### src/rtl/warp_mask_sequencer.sv
// SIMT divergence sequencer: tracks the active lane-group code of an 8-lane warp on a 4-entry stack.
// Optional event counters are built when WARP_MASK_SEQ_STATS_EN is defined; otherwise they read 0.
module warp_mask_sequencer #(
  parameter int unsigned PC_W = 8
) (
  input  logic            clk,
  input  logic            rst_n,
  input  logic            div_valid,
  output logic            div_ready,
  input  logic [PC_W-1:0] div_taken_pc,
  input  logic [PC_W-1:0] div_reconv_pc,
  input  logic            rc_valid,
  output logic [3:0]      threads_mask,
  output logic            redirect_valid,
  output logic [PC_W-1:0] redirect_pc,
  output logic [2:0]      stack_depth,
  output logic            div_err,
  output logic            rc_err,
  output logic [15:0]     div_count,
  output logic [15:0]     rc_count
);

  localparam logic [3:0] CodeFull  = 4'b0000;
  localparam logic [3:0] CodeLoHalf = 4'b1000;
  localparam logic [3:0] CodeHiHalf = 4'b1010;
  localparam logic [3:0] CodePair0 = 4'b1100;
  localparam logic [3:0] CodePair1 = 4'b1101;
  localparam logic [3:0] CodePair2 = 4'b1110;
  localparam logic [3:0] CodePair3 = 4'b1111;

  logic [3:0]      code_q, code_d;
  logic [2:0]      depth_q, depth_d;
  logic            redirect_valid_q, redirect_valid_d;
  logic [PC_W-1:0] redirect_pc_q, redirect_pc_d;
  logic            div_err_q, div_err_d;
  logic            rc_err_q, rc_err_d;

  logic [3:0]      stk_code [4];
  logic [PC_W-1:0] stk_pc   [4];

  logic [3:0] lower_code, sibling_code;
  logic       can_div;
  logic       accept, div_bad, pop, rc_bad;
  logic [1:0] push_lo_idx, push_hi_idx, top_idx;

  // Only full and half groups can split; pairs are the finest granularity.
  always_comb begin
    lower_code   = code_q;
    sibling_code = code_q;
    can_div      = 1'b0;
    case (code_q)
      CodeFull: begin
        lower_code   = CodeLoHalf;
        sibling_code = CodeHiHalf;
        can_div      = 1'b1;
      end
      CodeLoHalf: begin
        lower_code   = CodePair0;
        sibling_code = CodePair1;
        can_div      = 1'b1;
      end
      CodeHiHalf: begin
        lower_code   = CodePair2;
        sibling_code = CodePair3;
        can_div      = 1'b1;
      end
      default: begin
        lower_code   = code_q;
        sibling_code = code_q;
        can_div      = 1'b0;
      end
    endcase
  end

  // A pop always wins over a coincident divergence, which is then silently dropped.
  assign div_ready = div_valid & ~rc_valid & can_div;
  assign accept    = div_ready;
  assign div_bad   = div_valid & ~rc_valid & ~can_div;
  assign pop       = rc_valid & (depth_q != 3'd0);
  assign rc_bad    = rc_valid & (depth_q == 3'd0);

  assign push_lo_idx = depth_q[1:0];
  assign push_hi_idx = depth_q[1:0] + 2'd1;
  assign top_idx     = depth_q[1:0] - 2'd1;

  always_comb begin
    code_d           = code_q;
    depth_d          = depth_q;
    redirect_valid_d = 1'b0;
    redirect_pc_d    = redirect_pc_q;
    div_err_d        = 1'b0;
    rc_err_d         = 1'b0;
    if (pop) begin
      code_d           = stk_code[top_idx];
      redirect_pc_d    = stk_pc[top_idx];
      redirect_valid_d = 1'b1;
      depth_d          = depth_q - 3'd1;
    end else if (rc_bad) begin
      rc_err_d = 1'b1;
    end else if (accept) begin
      code_d  = lower_code;
      depth_d = depth_q + 3'd2;
    end else if (div_bad) begin
      div_err_d = 1'b1;
    end
  end

  always_ff @(posedge clk or negedge rst_n) begin
    if (!rst_n) begin
      code_q           <= CodeFull;
      depth_q          <= 3'd0;
      redirect_valid_q <= 1'b0;
      redirect_pc_q    <= '0;
      div_err_q        <= 1'b0;
      rc_err_q         <= 1'b0;
    end else begin
      code_q           <= code_d;
      depth_q          <= depth_d;
      redirect_valid_q <= redirect_valid_d;
      redirect_pc_q    <= redirect_pc_d;
      div_err_q        <= div_err_d;
      rc_err_q         <= rc_err_d;
    end
  end

  // Stack storage is not reset; depth_q alone defines which entries are live.
  always_ff @(posedge clk) begin
    if (accept) begin
      stk_code[push_lo_idx] <= code_q;
      stk_pc[push_lo_idx]   <= div_reconv_pc;
      stk_code[push_hi_idx] <= sibling_code;
      stk_pc[push_hi_idx]   <= div_taken_pc;
    end
  end

  assign threads_mask   = code_q;
  assign stack_depth    = depth_q;
  assign redirect_valid = redirect_valid_q;
  assign redirect_pc    = redirect_pc_q;
  assign div_err        = div_err_q;
  assign rc_err         = rc_err_q;

`ifdef WARP_MASK_SEQ_STATS_EN
  logic [15:0] div_count_q, rc_count_q;

  always_ff @(posedge clk or negedge rst_n) begin
    if (!rst_n) begin
      div_count_q <= 16'd0;
      rc_count_q  <= 16'd0;
    end else begin
      if (accept && (div_count_q != 16'hFFFF)) begin
        div_count_q <= div_count_q + 16'd1;
      end
      if (pop && (rc_count_q != 16'hFFFF)) begin
        rc_count_q <= rc_count_q + 16'd1;
      end
    end
  end

  assign div_count = div_count_q;
  assign rc_count  = rc_count_q;
`else
  assign div_count = 16'd0;
  assign rc_count  = 16'd0;
`endif

endmodule

### config.mk
export PLATFORM = sky130hd
export DESIGN_NAME = warp_mask_sequencer
export DESIGN_NICKNAME = d
export VERILOG_FILES = /design/src/rtl/warp_mask_sequencer.sv
export SDC_FILE = /design/constraint.sdc
export NUM_CORES = 1
export LEC_CHECK = 0
export BUFFER_PORTS_ARGS = -buffer_cell sky130_fd_sc_hd__buf_2
export CAP_MARGIN = 20
export CELL_PAD_IN_SITES_DETAIL_PLACEMENT = 1
export CELL_PAD_IN_SITES_GLOBAL_PLACEMENT = 1
export CORE_MARGIN = 2
export CORE_UTILIZATION = 45
export CTS_CLUSTER_DIAMETER = 60
export DETAILED_ROUTE_END_ITERATION = 16
export PLACE_DENSITY_LB_ADDON = 0.1
export SLEW_MARGIN = 20
export SYNTH_ARGS = -nofsm -noshare
export SYNTH_HDL_FRONTEND = slang
export SYNTH_SLANG_ARGS = --single-unit
### constraint.sdc
create_clock -name clk -period 7.2 [get_ports clk]
set_clock_uncertainty 0.2 [all_clocks]
set_input_delay 1.44 -clock clk [delete_from_list [all_inputs] [get_ports clk]]
set_output_delay 1.44 -clock clk [all_outputs]
set_load 0.1 [all_outputs]
==> metrics.md, run 1 <==
| Metric | Value |
|---|---|
| Synth warnings | `0` |
| Worst slack, placed | `2.64 ns` |
| Fin crit period | `4.58 ns` |
| Leading cell type in the layout, fill and taps excluded | `edfxtp_1` |
| Starting Density | `0.458` |
| Setup tns final | `0 ns` |
| Grt total ovfl | `0` |
| Routed via count | `just under 2000` |
| Area Growth Syn to Fin | `10.0%` |
| Crit-path cells | `buf_2 > nor4b_4 > nand2_1 > inv_1 > buf_2` |
| Final setup viols | `0` |
| Pin count of the biggest net entering global routing | `19` |
| Worst-Margin Slew | `between 0.7 and 0.8 ns` |
| Post-synthesis sequential area ratio | `0.543` |
| Number of diodes | `0` |
| Antenna-violating nets left | `0` |
| First-pass GRT wire length | `~11000 um` |
| Final period utilization | `0.636` |
| CTS root buf | `clkbuf_8` |
| Status | `finished clean` |
| Core footprint | `roughly 7600 sq um` |
| CP peak stage delay | `~0.56 ns` |
| Slowest-stage cell, CP | `nor4b_4` |
| CTS tree | `done` |
| Clock sinks | `66` |
| # port buffers | `38` |
| Async S/R FF share, synth | `0.273` |
| Post-synthesis cell area | `about 3500 sq um` |
| PD cells | `around 470 nW/um^2` |
| Die H | `around 92 um` |
| Most frequent cells in the layout | `edfxtp_1 (48), mux2_2 (42), buf_2 (38)` |
| Maximum buffer depth of the clock tree | `2` |
| Avg Synthesized Cell Area | `15.0 sq um` |
| First-pass DRT Iterations | `4` |
| Total Routed Length | `roughly 7100 um` |
| Maximum net fanout on the critical path | `11` |
| Layout cell share with drive strength beyond 1 | `0.446` |
| Mapped Cells | `roughly 230` |
| Most Frequent Cell on Critical Path | `buf_2` |
| CP Class | `in2out` |
| Post-synth top flop | `edfxtp_1` |
| Synth Register Bits | `66` |
| Unrepaired setup endpoints after global routing | `no` |
| Critical path endpoint category | `primary output` |
| Net count, final | `299` |
| Post-synthesis cell type count | `39` |
| Post-CTS setup buffer count | `0` |
| Final Max Tran Viols | `0` |
| CP arrival | `between 2 and 3 ns` |
| Crit path required time | `~5.6 ns` |
| # hold bufs at CTS | `0` |
| CTS resizes | `0` |
| 1st-iter DRT viols | `69` |
| Worst skew pair latency | `roughly 0.34 ns` |
| Peak supply drop | `between 0.2 and 0.25 mV` |
| Post-route setup slack | `between 2 and 3 ns` |
| DP HPWL | `~4600 um` |
| Leakage | `between 0.0015 and 0.002 uW` |
| Vias per cell | `roughly 5.1` |
| Placed cells | `between 300 and 400` |
| CTS Buf Count | `9` |
| Post-route DRC | `0` |
| Post-DR wirelength/cell | `about 19 um` |
| CTS H-Tree Depth | `3` |
| Post-synth EDFFs | `48` |
| Clock-pin slew on the worst setup and hold paths | `around 0.07 ns` |
| Min-Delay Path Class | `reg2reg` |
| Max_cap viols | `0` |
| Final Hold Viols | `0` |
| Peak Freq | `around 0.22 GHz` |
| # rows | `32` |
| Vias in the first global route | `1909` |
| Post-Layout Cell Count | `between 300 and 400` |
| Total GRT Usage | `0.179` |
| Die W | `approximately 90 um` |
| Die Area | `between 8000 and 9000 sq um` |
| Global placer's final weighted congestion | `roughly 0.72` |
| Slew HR | `0.486` |
| Antenna violations before repair | `0` |
| Critical Path Start Type | `input port` |
| # IOs | `71` |
## per-stage QoR
stage          cell area [sq um]  hold WS (ns)   util  total power (uW)
4_1_cts                     3830         0.309  0.504              1830
2_1_floorplan               3600         0.463      -              1360
6_report                    3830         0.307  0.504              1810
3_3_place_gp                3620         0.287  0.476              1480
3_5_place_dp                3620         0.292  0.476              1490
5_1_grt                     3830         0.327  0.504              1900
## critical path, delay by kind of cell
kind | cells | cell delay, ns
buf+inv | 3 | 0.69
simple gates | 2 | 0.80
## power breakdown
part	switching [uW]	internal [uW]	total, uW
Sequential	61.8	495	557
Combinational	662	251	913
Clock	147	194	342
## kinds of logic (layout without fill, tap and decap cells)
kind of cell / Yosys count / in the layout / synth area share
adders and majority gates: 6 / 6 / 0.0215
and+or+nand+nor: 30 / 30 / 0.0635
DFF: 66 / 66 / 0.543
xor gates and xnor gates: 1 / 1 / 0.00251
muxes: 54 / 54 / 0.213
other: 1 / 32 / 0.00108
buffers and inverters: 48 / 62 / 0.100
AOI/OAI and AO/OA: 27 / 27 / 0.0553
## sequential cells by signal, indices dropped and copies added (netlist names)
name	cells
div_err	1
rc_err	1
redirect_pc	8
redirect_valid	1
stack_depth	3
stk_code	16
stk_pc	32
threads_mask	4
## synth_stat cells (all sizes together), types with 2 or more instances
cell	count	area share
nand3	6	0.014
mux2	42	0.14
a21o	16	0.036
ha	6	0.022
a21oi	3	0.0043
o21ai	2	0.0029
and2	3	0.0057
nor2	9	0.0097
clkdlybuf4s18	2	0.0057
buf	37	0.079
clkbuf	6	0.013
inv	3	0.0032
mux4	12	0.078
a31oi	3	0.0054
nand2b	2	0.0036
dfrtp	18	0.13
edfxtp	48	0.41
## cell type report
class / instances / area [sq um]
flip-flops and latches: 66 / 1890
well taps: 102 / 128
clock buffers: 9 / 124
clock inverters: 7 / 91.3
repair buffers: 43 / 228
inverters: 3 / 11.3
multi-input cells: 150 / 1360
fillers: 803 / 3770
## worst paths after layout
kind	cells after the start	slack (ns)	from	to
max	5	2.62	rc_valid	div_ready
min	1	0.31	redirect_pc[6]$_DFFE_PN0N_	redirect_pc[6]$_DFFE_PN0N_
max reg2reg	6	4.34	stack_depth[0]$_DFFE_PN0P_	redirect_pc[3]$_DFFE_PN0N_
min reg2reg	1	0.31	redirect_pc[6]$_DFFE_PN0N_	redirect_pc[6]$_DFFE_PN0N_
max in group asynchronous	1	5.60	rst_n	redirect_pc[7]$_DFFE_PN0N_
min in group asynchronous	1	0.86	rst_n	div_err$_DFF_PN0_
## layer usage
metal | routed length (um) | track usage | vias up
li1 | - | - | 881
met1 | 3190 | 0.237 | 974
met2 | 3490 | 0.287 | 64
met3 | 368 | 0.0468 | 6
met4 | 68 | 0.0622 | 0
met5 | 0 | 0 | -
Power figures use the tool's default switching activity.
==> inputs of run 2 (changes only) <==
CORE_UTILIZATION = 41   (was 45)
clock period = 3.8 ns   (was 7.2 ns; I/O delays follow)
==> metrics.md, run 2 (synthesis gave the netlist of run 1 again) <==
| Metric | Value |
|---|---|
| Sequential Power Share | `0.313` |
| Slowest-stage cell, CP | `buf_2` |
| Final Power | `3370 uW` |
| Clk pwr share | `0.172` |
| Biggest register | `stk_pc` |
| Max FFs per register | `32` |
| # hold bufs at CTS | `0` |
| Clock-pin slew on the worst setup and hold paths | `roughly 0.08 ns` |
| Grt total ovfl | `0` |
| Reg2reg start | `stack_depth[1]$_DFFE_PN0P_` |
| Peak Freq | `0.339 GHz` |
| Die H | `about 96 um` |
| Pin count of the biggest net entering global routing | `19` |
| Most frequent cells in the layout | `edfxtp_1 (48), mux2_2 (42), buf_2 (38)` |
| CTS Buf Count | `9` |
| Total area of sequential cells | `about 1900 sq um` |
| # IOs | `71` |
| Die W | `96.2 um` |
| DP Area | `~3600 sq um` |
| Reg2reg path depth | `5` |
| Switching portion of total power | `0.491` |
| Die Area | `~9300 sq um` |
| Net Sw Power | `about 1700 uW` |
| Leading cell type in the layout, fill and taps excluded | `edfxtp_1` |
| Worst-Margin Slew | `~0.79 ns` |
| Status | `finished clean` |
| Reg2reg end | `redirect_pc[3]$_DFFE_PN0N_` |
| CTS resizes | `0` |
| Net count, final | `300` |
| Critical Path Start Type | `input port` |
| Post-layout instance area | `about 3800 sq um` |
| Final Hold Viols | `0` |
| Final period utilization | `0.777` |
| Leakage | `approximately 0.0016 uW` |
| Max_cap viols | `0` |
| CP arrival | `~2 ns` |
| Area Growth Syn to Fin | `9.69%` |
| Layout cell share with drive strength beyond 1 | `0.448` |
| CTS root buf | `clkbuf_8` |
| Total GRT Usage | `0.172` |
| Total Routed Length | `about 7300 um` |
| CP peak stage delay | `approximately 0.42 ns` |
| Global placer's final weighted congestion | `0.692` |
| Maximum net fanout on the critical path | `11` |
| Starting Density | `0.424` |
| Final Max Tran Viols | `0` |
| Most Frequent Cell on Critical Path | `buf_2` |
| 1st-iter DRT viols | `68` |
| Post-DR wirelength/cell | `between 15 and 20 um` |
| Critical path endpoint category | `primary output` |
| Pint | `between 1500 and 2000 uW` |
| # rows | `33` |
| PD cells | `about 880 nW/um^2` |
| Crit path required time | `about 2.8 ns` |
| Slack of the worst reg-to-reg path | `1.21 ns` |
| Post-route DRC | `0` |
| Antenna-violating nets left | `0` |
| Vias in the first global route | `1959` |
| Unrepaired setup endpoints after global routing | `no` |
| First-pass DRT Iterations | `4` |
| Peak supply drop | `~0.29 mV` |
| Worst skew pair latency | `around 0.34 ns` |
| DP HPWL | `about 4700 um` |
| Filler cells | `849` |
| Core footprint | `8220 sq um` |
| Routed via count | `1947` |
| Fin crit period | `around 3.0 ns` |
| Clock sinks | `66` |
| Min-Delay Path Class | `in2async` |
| CTS H-Tree Depth | `3` |
| Crit-path cells | `buf_2 > nor4b_4 > buf_4 > nand2_1 > inv_1 > buf_2` |
| Antenna violations before repair | `0` |
| Number of diodes | `0` |
| CTS tree | `done` |
| Finished Core Util | `0.465` |
| Slew HR | `0.472` |
| CP Class | `in2out` |
| First-pass GRT wire length | `11200 um` |
| Vias per cell | `around 5.1` |
| Post-CTS setup buffer count | `0` |
| Setup tns final | `0 ns` |
| # port buffers | `38` |
| Area of the multi-input gates | `roughly 1400 sq um` |
| Final setup viols | `0` |
| Gate power share | `0.515` |
| Maximum buffer depth of the clock tree | `2` |
## run 2: metrics by stage
stage / worst slack, ns / instances / hold slack, ns
3_3_place_gp: 0.856 / 368 / 0.288
5_1_grt: 0.727 / 384 / 0.193
6_report: 0.847 / 384 / 0.171
3_5_place_dp: 0.845 / 368 / 0.297
2_1_floorplan: 0.502 / 264 / 0.264
4_1_cts: 0.806 / 384 / 0.183
## run 2: worst max-delay path, delay by kind of cell
kind / cells / cell delay (ns)
buf+inv: 4 / 0.88
simple gates: 2 / 0.35
## run 2: final cells by class
| type | instances | area share |
|---|---|---|
| Multi-Input combinational cell | 150 | 0.356 |
| Timing Repair Buffer | 44 | 0.0615 |
| Sequential cell | 66 | 0.495 |
| Inverter | 3 | 0.00295 |
| Tap cell | 105 | 0.0344 |
| Clock buffer | 9 | 0.0324 |
| Clock inverter | 7 | 0.0180 |
## run 2: worst max-delay path by stage
stage | from | slack [ns] | depth (start not counted) | end
2_1_floorplan | threads_mask[2]$_DFFE_PN0P_ | 0.50 | 4 | div_ready
3_3_place_gp | rc_valid | 0.86 | 6 | div_ready
3_5_place_dp | rc_valid | 0.85 | 6 | div_ready
4_1_cts | threads_mask[2]$_DFFE_PN0P_ | 0.81 | 5 | div_ready
5_1_grt | threads_mask[2]$_DFFE_PN0P_ | 0.73 | 5 | div_ready
6_report | rc_valid | 0.85 | 6 | div_ready
## run 2: power groups by stage
stage                     logic [uW]  clock network, uW  registers (uW)
after floorplan                  901                  0            1670
after global placement          1750                  0            1070
after detailed placement        1760                  0            1070
after CTS                       1760                598            1060
after global routing            1840                630            1080
final                           1740                582            1060
## run 2: routing by layer
| metal | global-route usage | wire length [um] |
|---|---|---|
| met3 | 0.0313 | 261 |
| met1 | 0.223 | 3270 |
| met5 | 0 | 0 |
| met2 | 0.278 | 3640 |
| met4 | 0.0786 | 95 |
